File: config.mk
export PLATFORM = sky130hd
export DESIGN_NAME = uart_crc_frame_rx_flat
export DESIGN_NICKNAME = d
export VERILOG_FILES = /design/src/rtl/uart_crc_frame_rx_if.sv /design/src/rtl/uart_crc_frame_rx.sv /design/src/flat_wrapper.sv
export SDC_FILE = /design/constraint.sdc
export NUM_CORES = 1
export LEC_CHECK = 0
export ABC_AREA = 1
export BUFFER_PORTS_ARGS = -buffer_cell sky130_fd_sc_hd__buf_2
export CELL_PAD_IN_SITES_DETAIL_PLACEMENT = 2
export CELL_PAD_IN_SITES_GLOBAL_PLACEMENT = 2
export CORE_MARGIN = 2
export CORE_UTILIZATION = 36
export CTS_CLUSTER_DIAMETER = 30
export CTS_CLUSTER_SIZE = 24
export DETAILED_ROUTE_END_ITERATION = 8
export GPL_TIMING_DRIVEN = 0
export PLACE_DENSITY_LB_ADDON = 0.1
export SKIP_LAST_GASP = 1
export SLEW_MARGIN = 20
export SYNTH_ARGS = -nofsm -noshare
export SYNTH_HDL_FRONTEND = slang
export SYNTH_SLANG_ARGS = --single-unit
File: constraint.sdc
create_clock -name clk -period 6.39 [get_ports clk]
set_clock_uncertainty 0.15 [all_clocks]
set_input_delay 1.278 -clock clk [delete_from_list [all_inputs] [get_ports clk]]
set_output_delay 1.278 -clock clk [all_outputs]
set_load 0.02 [all_outputs]
File: src/rtl/uart_crc_frame_rx_if.sv
`timescale 1ns/1ps
`default_nettype none
// ============================================================================
//  Module      : uart_crc_frame_rx_if
//  Description : Serial input and frame/write-strobe outputs of the framed
//                UART receiver.
//  Revision    : 1.0  initial release
// ============================================================================
interface uart_crc_frame_rx_if;
    logic        rxd;
    logic        wr_en;
    logic [15:0] wr_adr;
    logic [7:0]  wr_dat;
    logic [7:0]  com;
    logic [7:0]  lbl;
    logic [15:0] crc;
    logic        busy;
    logic        ok_bl;
    logic        err_bl;
    logic [1:0]  err_code;

    // Receiver side: consumes the line, drives the frame outputs.
    modport master (
        input  rxd,
        output wr_en, wr_adr, wr_dat, com, lbl, crc, busy, ok_bl, err_bl, err_code
    );

    modport slave (
        output rxd,
        input  wr_en, wr_adr, wr_dat, com, lbl, crc, busy, ok_bl, err_bl, err_code
    );
endinterface
`default_nettype wire

File: src/rtl/uart_crc_frame_rx.sv
`timescale 1ns/1ps
`default_nettype none
// ============================================================================
//  Module      : uart_crc_frame_rx
//  Description : UART byte receiver plus SYNC/COM/ADR/LEN/DATA/CRC-16 frame
//                parser issuing provisional write strobes and a verdict pulse.
//  Revision    : 1.0  initial release
// ============================================================================
module uart_crc_frame_rx #(
    parameter int          CLK_HZ   = 50_000_000,
    parameter int          BAUD     = 115200,
    parameter int          MAX_LEN  = 64,
    parameter logic [7:0]  SYNC     = 8'hA5,
    parameter logic [15:0] CRC_POLY = 16'h1021,
    parameter logic [15:0] CRC_INIT = 16'hFFFF,
    parameter int          TMO_BITS = 20
) (
    input wire                  clk,
    input wire                  rst,
    uart_crc_frame_rx_if.master bus
);

    localparam int         c_div     = (CLK_HZ + BAUD / 2) / BAUD;
    localparam int         c_half    = c_div / 2;
    localparam int         c_cnt_w   = $clog2(c_div);
    localparam int         c_tmo     = TMO_BITS * c_div;
    localparam int         c_tmo_w   = $clog2(c_tmo + 1);
    localparam logic [7:0] c_max_len = 8'(MAX_LEN);

    localparam logic [1:0] c_rx_idle  = 2'd0;
    localparam logic [1:0] c_rx_start = 2'd1;
    localparam logic [1:0] c_rx_data  = 2'd2;
    localparam logic [1:0] c_rx_stop  = 2'd3;

    localparam logic [2:0] c_st_hunt  = 3'd0;
    localparam logic [2:0] c_st_com   = 3'd1;
    localparam logic [2:0] c_st_adr_h = 3'd2;
    localparam logic [2:0] c_st_adr_l = 3'd3;
    localparam logic [2:0] c_st_len   = 3'd4;
    localparam logic [2:0] c_st_data  = 3'd5;
    localparam logic [2:0] c_st_crc_h = 3'd6;
    localparam logic [2:0] c_st_crc_l = 3'd7;

    // Byte-wise MSB-first CRC: eight shift/XOR steps unrolled.
    function automatic logic [15:0] f_crc_upd(input logic [15:0] c, input logic [7:0] d);
        logic [15:0] v;
        v = c ^ {d, 8'h00};
        for (int k = 0; k < 8; k++) begin
            v = v[15] ? ({v[14:0], 1'b0} ^ CRC_POLY) : {v[14:0], 1'b0};
        end
        return v;
    endfunction

    // ------------------------------------------------------------------ sync
    logic r_rxd_meta, r_rxd_sync, r_rxd_prev;

    always_ff @(posedge clk or posedge rst) begin
        if (rst) begin
            r_rxd_meta <= 1'b1;
            r_rxd_sync <= 1'b1;
            r_rxd_prev <= 1'b1;
        end else begin
            r_rxd_meta <= bus.rxd;
            r_rxd_sync <= r_rxd_meta;
            r_rxd_prev <= r_rxd_sync;
        end
    end

    // --------------------------------------------------------- byte receiver
    logic [1:0]         r_rx_state, w_rx_next;
    logic [c_cnt_w-1:0] r_rx_cnt;
    logic [2:0]         r_rx_bit;
    logic [7:0]         r_rx_shift;
    logic               w_tick, w_half, w_fall;
    logic               w_byte_ok, w_frm_err;
    logic [7:0]         w_byte;

    assign w_tick = (r_rx_cnt == c_cnt_w'(c_div - 1));
    assign w_half = (r_rx_cnt == c_cnt_w'(c_half - 1));
    assign w_fall = r_rxd_prev & ~r_rxd_sync;

    always_ff @(posedge clk or posedge rst) begin
        if (rst) r_rx_state <= c_rx_idle;
        else     r_rx_state <= w_rx_next;
    end

    always_comb begin
        w_rx_next = r_rx_state;
        case (r_rx_state)
            c_rx_idle:  if (w_fall) w_rx_next = c_rx_start;
            c_rx_start: if (w_half) w_rx_next = r_rxd_sync ? c_rx_idle : c_rx_data;
            c_rx_data:  if (w_tick && r_rx_bit == 3'd7) w_rx_next = c_rx_stop;
            default:    if (w_tick) w_rx_next = c_rx_idle;
        endcase
    end

    always_ff @(posedge clk or posedge rst) begin
        if (rst) begin
            r_rx_cnt   <= '0;
            r_rx_bit   <= 3'd0;
            r_rx_shift <= 8'h00;
        end else begin
            case (r_rx_state)
                c_rx_idle: begin
                    r_rx_cnt <= '0;
                    r_rx_bit <= 3'd0;
                end
                c_rx_start: r_rx_cnt <= w_half ? '0 : r_rx_cnt + 1'b1;
                c_rx_data: begin
                    r_rx_cnt <= w_tick ? '0 : r_rx_cnt + 1'b1;
                    if (w_tick) begin
                        r_rx_shift <= {r_rxd_sync, r_rx_shift[7:1]};
                        r_rx_bit   <= r_rx_bit + 3'd1;
                    end
                end
                default: r_rx_cnt <= w_tick ? '0 : r_rx_cnt + 1'b1;
            endcase
        end
    end

    assign w_byte_ok = (r_rx_state == c_rx_stop) && w_tick &&  r_rxd_sync;
    assign w_frm_err = (r_rx_state == c_rx_stop) && w_tick && !r_rxd_sync;
    assign w_byte    = r_rx_shift;

    // ------------------------------------------------------------ frame FSM
    logic [2:0]         r_state, w_next;
    logic [7:0]         r_com, r_lbl, r_idx, r_crc_hi;
    logic [15:0]        r_base, r_crc, r_wr_adr;
    logic [7:0]         r_wr_dat;
    logic               r_busy, r_wr_en, r_ok, r_err;
    logic [1:0]         r_err_code;
    logic [c_tmo_w-1:0] r_tmo_cnt;
    logic               w_tmo, w_in_frame;
    logic               w_wr_en, w_ok, w_err, w_crc_upd;
    logic [1:0]         w_code;

    assign w_in_frame = (r_state != c_st_hunt);
    // A byte completing in the expiry cycle takes precedence.
    assign w_tmo = r_busy && (r_tmo_cnt == c_tmo_w'(c_tmo)) && !w_byte_ok;

    always_ff @(posedge clk or posedge rst) begin
        if (rst) r_state <= c_st_hunt;
        else     r_state <= w_next;
    end

    always_comb begin
        w_next = r_state;
        if (w_byte_ok) begin
            case (r_state)
                c_st_hunt:  if (w_byte == SYNC) w_next = c_st_com;
                c_st_com:   w_next = c_st_adr_h;
                c_st_adr_h: w_next = c_st_adr_l;
                c_st_adr_l: w_next = c_st_len;
                c_st_len: begin
                    if (w_byte == 8'h00)          w_next = c_st_crc_h;
                    else if (w_byte > c_max_len)  w_next = c_st_hunt;
                    else                          w_next = c_st_data;
                end
                c_st_data:  if (r_idx == r_lbl - 8'd1) w_next = c_st_crc_h;
                c_st_crc_h: w_next = c_st_crc_l;
                default:    w_next = c_st_hunt;
            endcase
        end else if (w_in_frame && (w_frm_err || w_tmo)) begin
            w_next = c_st_hunt;
        end
    end

    always_comb begin
        w_wr_en   = 1'b0;
        w_ok      = 1'b0;
        w_err     = 1'b0;
        w_crc_upd = 1'b0;
        w_code    = 2'd0;
        if (w_byte_ok) begin
            case (r_state)
                c_st_com, c_st_adr_h, c_st_adr_l: w_crc_upd = 1'b1;
                c_st_len: begin
                    w_crc_upd = 1'b1;
                    if (w_byte > c_max_len) begin
                        w_err  = 1'b1;
                        w_code = 2'd3;
                    end
                end
                c_st_data: begin
                    w_crc_upd = 1'b1;
                    w_wr_en   = 1'b1;
                end
                c_st_crc_l: begin
                    if ({r_crc_hi, w_byte} == r_crc) w_ok = 1'b1;
                    else                             w_err = 1'b1;
                end
                default: ;
            endcase
        end else if (w_in_frame && w_frm_err) begin
            w_err  = 1'b1;
            w_code = 2'd1;
        end else if (w_in_frame && w_tmo) begin
            w_err  = 1'b1;
            w_code = 2'd2;
        end
    end

    always_ff @(posedge clk or posedge rst) begin
        if (rst) begin
            r_com      <= 8'h00;
            r_lbl      <= 8'h00;
            r_idx      <= 8'h00;
            r_crc_hi   <= 8'h00;
            r_base     <= 16'h0000;
            r_crc      <= CRC_INIT;
            r_wr_adr   <= 16'h0000;
            r_wr_dat   <= 8'h00;
            r_busy     <= 1'b0;
            r_wr_en    <= 1'b0;
            r_ok       <= 1'b0;
            r_err      <= 1'b0;
            r_err_code <= 2'd0;
        end else begin
            r_wr_en <= w_wr_en;
            r_ok    <= w_ok;
            r_err   <= w_err;
            if (w_crc_upd)     r_crc      <= f_crc_upd(r_crc, w_byte);
            if (w_err)         r_err_code <= w_code;
            if (w_ok || w_err) r_busy     <= 1'b0;
            if (w_wr_en) begin
                r_wr_adr <= r_base + {8'h00, r_idx};
                r_wr_dat <= w_byte;
                r_idx    <= r_idx + 8'd1;
            end
            if (w_byte_ok) begin
                case (r_state)
                    c_st_hunt: if (w_byte == SYNC) begin
                        r_crc      <= CRC_INIT;
                        r_busy     <= 1'b1;
                        r_err_code <= 2'd0;
                    end
                    c_st_com:   r_com         <= w_byte;
                    c_st_adr_h: r_base[15:8]  <= w_byte;
                    c_st_adr_l: r_base[7:0]   <= w_byte;
                    c_st_len: begin
                        r_lbl <= w_byte;
                        r_idx <= 8'h00;
                    end
                    c_st_crc_h: r_crc_hi      <= w_byte;
                    default: ;
                endcase
            end
        end
    end

    always_ff @(posedge clk or posedge rst) begin
        if (rst)                    r_tmo_cnt <= '0;
        else if (!r_busy || w_byte_ok) r_tmo_cnt <= '0;
        else if (r_tmo_cnt != c_tmo_w'(c_tmo)) r_tmo_cnt <= r_tmo_cnt + 1'b1;
    end

    assign bus.wr_en    = r_wr_en;
    assign bus.wr_adr   = r_wr_adr;
    assign bus.wr_dat   = r_wr_dat;
    assign bus.com      = r_com;
    assign bus.lbl      = r_lbl;
    assign bus.crc      = r_crc;
    assign bus.busy     = r_busy;
    assign bus.ok_bl    = r_ok;
    assign bus.err_bl   = r_err;
    assign bus.err_code = r_err_code;

endmodule
`default_nettype wire

File: src/flat_wrapper.sv
// flat-port wrapper written by rule: the top's interface ports become plain ports
module uart_crc_frame_rx_flat 
#(
    parameter int          CLK_HZ   = 50_000_000,
    parameter int          BAUD     = 115200,
    parameter int          MAX_LEN  = 64,
    parameter logic [7:0]  SYNC     = 8'hA5,
    parameter logic [15:0] CRC_POLY = 16'h1021,
    parameter logic [15:0] CRC_INIT = 16'hFFFF,
    parameter int          TMO_BITS = 20
)
  (clk, rst, bus_rxd, bus_wr_en, bus_wr_adr, bus_wr_dat, bus_com, bus_lbl, bus_crc, bus_busy, bus_ok_bl, bus_err_bl, bus_err_code);
  uart_crc_frame_rx_if bus_i ();
  input wire clk;
  input wire rst;
  input wire logic [$bits(bus_i.rxd)-1:0] bus_rxd;
  output wire logic [$bits(bus_i.wr_en)-1:0] bus_wr_en;
  output wire logic [$bits(bus_i.wr_adr)-1:0] bus_wr_adr;
  output wire logic [$bits(bus_i.wr_dat)-1:0] bus_wr_dat;
  output wire logic [$bits(bus_i.com)-1:0] bus_com;
  output wire logic [$bits(bus_i.lbl)-1:0] bus_lbl;
  output wire logic [$bits(bus_i.crc)-1:0] bus_crc;
  output wire logic [$bits(bus_i.busy)-1:0] bus_busy;
  output wire logic [$bits(bus_i.ok_bl)-1:0] bus_ok_bl;
  output wire logic [$bits(bus_i.err_bl)-1:0] bus_err_bl;
  output wire logic [$bits(bus_i.err_code)-1:0] bus_err_code;
  assign bus_i.rxd = bus_rxd;
  assign bus_wr_en = bus_i.wr_en;
  assign bus_wr_adr = bus_i.wr_adr;
  assign bus_wr_dat = bus_i.wr_dat;
  assign bus_com = bus_i.com;
  assign bus_lbl = bus_i.lbl;
  assign bus_crc = bus_i.crc;
  assign bus_busy = bus_i.busy;
  assign bus_ok_bl = bus_i.ok_bl;
  assign bus_err_bl = bus_i.err_bl;
  assign bus_err_code = bus_i.err_code;
  uart_crc_frame_rx #(.CLK_HZ(CLK_HZ), .BAUD(BAUD), .MAX_LEN(MAX_LEN), .SYNC(SYNC), .CRC_POLY(CRC_POLY), .CRC_INIT(CRC_INIT), .TMO_BITS(TMO_BITS)) u_core (.clk(clk), .rst(rst), .bus(bus_i));
endmodule
==> impl_metrics.json <==
{
  "multi_input_area_um2": 3330,
  "crit_arrival_ns": 2.94,
  "dp_slack_ns": 3.70,
  "p_leak_nw": 4.75,
  "finalCritPeriodShare_pct": 42.6,
  "die_area_um2": 22100,
  "final_area_um2": 8790,
  "vias": 6641,
  "outcome": "finished clean",
  "p_comb_share_pct": 5.8,
  "synth_area_leader_cell": "dfrtp_1",
  "num_antenna_cells": 0,
  "drcViolationCount": 0,
  "clock_power_share_pct": 49.3,
  "drv_slew": 0,
  "critical_path_class": "reg -> reg",
  "dpl.hpwl_um": 17100,
  "cellInternalPower_w": 0.00152,
  "cellPowerDensity_nw_per_um2": 228,
  "synth.area.top_cells": "dfrtp_1, nand2_1, inv_1",
  "antenna_found_initial": 0,
  "initial_utilization_pct": 36.9,
  "area_growth_pct": 16.9,
  "drtIter0Drc": 198,
  "ys.flop_type": "dfrtp_1",
  "final.min_clock_period_ns": 2.72,
  "die_y_um": 149,
  "fin_nets": 1060,
  "cts_hold_buf": 0,
  "syn-num-nets": 976,
  "relSlewSlack_pct": 48.7,
  "postLayoutCoreUtil_pct": 43.2,
  "startpoint_type": "register",
  "clock_path_buffers": 2,
  "syn_inst": 955,
  "die_w_um": 149,
  "io_pins": 65,
  "rsz0062_at_grt": "no",
  "drive_gt1_share_pct": 13.2,
  "switching_share_pct": 24.4,
  "grt_usage_pct": 22.7,
  "cts_sinks": 136,
  "hold_ws_ns": 0.219,
  "avgSynthCellArea_um2": 7.88,
  "drt-vias-per-instance": 5.02,
  "synth.distinct_cells": 42,
  "fmax_ghz": 0.368,
  "port_buffers": 64,
  "grt_overflow": 0,
  "grt_max_degree": 74,
  "seqCellArea_um2": 3430,
  "clkSlewWorstSetupHoldPaths_ns": 0.06,
  "synthArstFlopShare_pct": 100,
  "dpl_cell_area_um2": 8210,
  "syn-cell-area_um2": 7520,
  "synth_common_cells": "nand2_1, inv_1, dfrtp_1",
  "rows": 52,
  "yosys_warnings": 0,
  "setup_viol": 0,
  "routed_wl_um": 23500,
  "crit_path_end_kind": "register",
  "cp_max_fo": 4,
  "first_global_vias": 7232,
  "fillers": 2361,
  "root_buffer": "clkbuf_16",
  "post_cts_buffers": 0,
  "p_seq_share_pct": 44.9,
  "netlist.area_leader.share_pct": 38.9,
  "ir_worst_vdd_v": 0.000205,
  "drt_pass1_iterations": 4,
  "worst_slew_pin_slew_ns": 0.769,
  "timing.final.ws_setup_ns": 3.67,
  "yosys_register_bits": 136,
  "hold_path_class": "reg -> reg",
  "core_area_um2": 20400,
  "cap_violations": 0,
  "yosysMostFrequentCell": "nand2_1",
  "hold_viol": 0,
  "cts-resized-gates": 0,
  "synth_edf_count": 0,
  "netSwitchingPower_w": 0.000489,
  "htreeDepth": 4,
  "ys_seq_area_share_pct": 45.6,
  "wl_per_cell_um": 17.8,
  "required_ns": 6.61,
  "place_congestion": 0.779,
  "ant_nets": 0,
  "grt_pass1_wl_um": 39200,
  "cts_tree": "built",
  "cts_made_buffers": 17,
  "insertion_delay_ns": 0.43
}
## through the flow
| step | power [W] | setup TNS [ns] | std cells |
|---|---|---|---|
| after floorplan | 0.000994 | 0 | 955 |
| after global placement | 0.00103 | -68.54 | 1289 |
| after detailed placement | 0.00103 | 0 | 1290 |
| after CTS | 0.00203 | 0 | 1322 |
| after global routing | 0.00208 | 0 | 1322 |
| final | 0.00201 | 0 | 1322 |
## logic make-up after synthesis
family / Yosys count / share of synthesized area (%)
fa+ha+maj: 18 / 3.09
simple gates: 408 / 23.7
buf+inv: 197 / 10.1
flops: 136 / 45.6
xor+xnor: 52 / 6.06
compound gates: 128 / 9.32
mux: 16 / 2.13
## state kept, by name (all words and copies together) (netlist names)
| signal | cells |
|---|---|
| u_core.r_rxd_prev | 1 |
| u_core.bus.ok_bl | 1 |
| u_core.bus.wr_adr | 16 |
| u_core.bus.wr_dat | 8 |
| u_core.bus.lbl | 8 |
| u_core.bus.crc | 16 |
| u_core.r_tmo_cnt | 14 |
| u_core.r_rx_cnt | 9 |
| u_core.bus.err_bl | 1 |
| u_core.r_rxd_sync | 1 |
| u_core.bus.err_code | 2 |
| u_core.bus.wr_en | 1 |
| u_core.r_idx | 8 |
| u_core.bus.com | 8 |
| u_core.r_rx_bit | 3 |
| u_core.r_crc_hi | 8 |
| u_core.bus.busy | 1 |
| u_core.r_rx_state | 2 |
| u_core.r_rxd_meta | 1 |
| u_core.r_state | 3 |
| u_core.r_base | 16 |
| u_core.r_rx_shift | 8 |
## path summary, 6_finish.rpt
path                                                     end  slack [ns]                        start  cells after the start
min in group asynchronous      u_core.bus.lbl[3]$_DFFE_PP0P_        0.72                          rst                      2
setup reg to reg           u_core.bus.wr_adr[14]$_DFFE_PP0P_        3.67    u_core.r_idx[0]$_DFF_PP0_                     11
max in group asynchronous        u_core.bus.crc[5]$_DFF_PP1_        4.58                          rst                      3
hold / removal                   u_core.r_rxd_sync$_DFF_PP1_        0.22  u_core.r_rxd_meta$_DFF_PP1_                      0
hold reg to reg                  u_core.r_rxd_sync$_DFF_PP1_        0.22  u_core.r_rxd_meta$_DFF_PP1_                      0
setup / recovery           u_core.bus.wr_adr[14]$_DFFE_PP0P_        3.67    u_core.r_idx[0]$_DFF_PP0_                     11
## layout by cell type, fill, tap and decap left out, types with 19 or more instances in the layout
cell type / Yosys / final
nand2_1: 208 / 208
inv_1: 174 / 173
dfrtp_1: 117 / 117
nor2_1: 83 / 83
buf_2: 7 / 71
nand3_1: 56 / 56
a21oi_1: 52 / 52
o21ai_0: 50 / 50
xnor2_1: 32 / 32
nor3_1: 23 / 23
xor2_1: 20 / 20
dfstp_2: 19 / 19
## power by group through the flow
| stage | combinational [W] | sequential (W) | clock, W |
|---|---|---|---|
| 2_1_floorplan | 0.0000859 | 0.000908 | 0 |
| 3_3_place_gp | 0.000113 | 0.000914 | 0 |
| 3_5_place_dp | 0.000120 | 0.000915 | 0 |
| 4_1_cts | 0.000120 | 0.000900 | 0.00101 |
| 5_1_grt | 0.000136 | 0.000903 | 0.00104 |
| 6_report | 0.000116 | 0.000900 | 0.000990 |
## layout make-up
type	instances	share of cell area (%)
plain buffers	20	1.08
inverters	177	7.67
clock buffers	25	5.52
well taps	270	3.84
multi-input cells	622	37.9
clock inverters	7	1.07
flip-flops and latches	136	39.0
repair buffers	65	3.96
## routing by layer
metal	global-route usage, %	vias to the layer above	share of wire [%]
met5	0	-	0
met4	5.86	0	1.2
met3	3.07	15	1.5
met2	40.6	66	52
met1	28.9	3374	46
li1	-	3186	-
## critical path, stage by stage (launching register included)
cell and delay [ns]:
dfrtp_1 0.42, ha_1 0.19, inv_1 0.06, fa_1 0.37, inv_1 0.08, nand2_1 0.06
o21ai_0 0.43, a21o_1 0.24, nand3_1 0.17, o21ai_0 0.27, nand3_1 0.14, nand2_1 0.08
(Power assumes the default switching activity.)
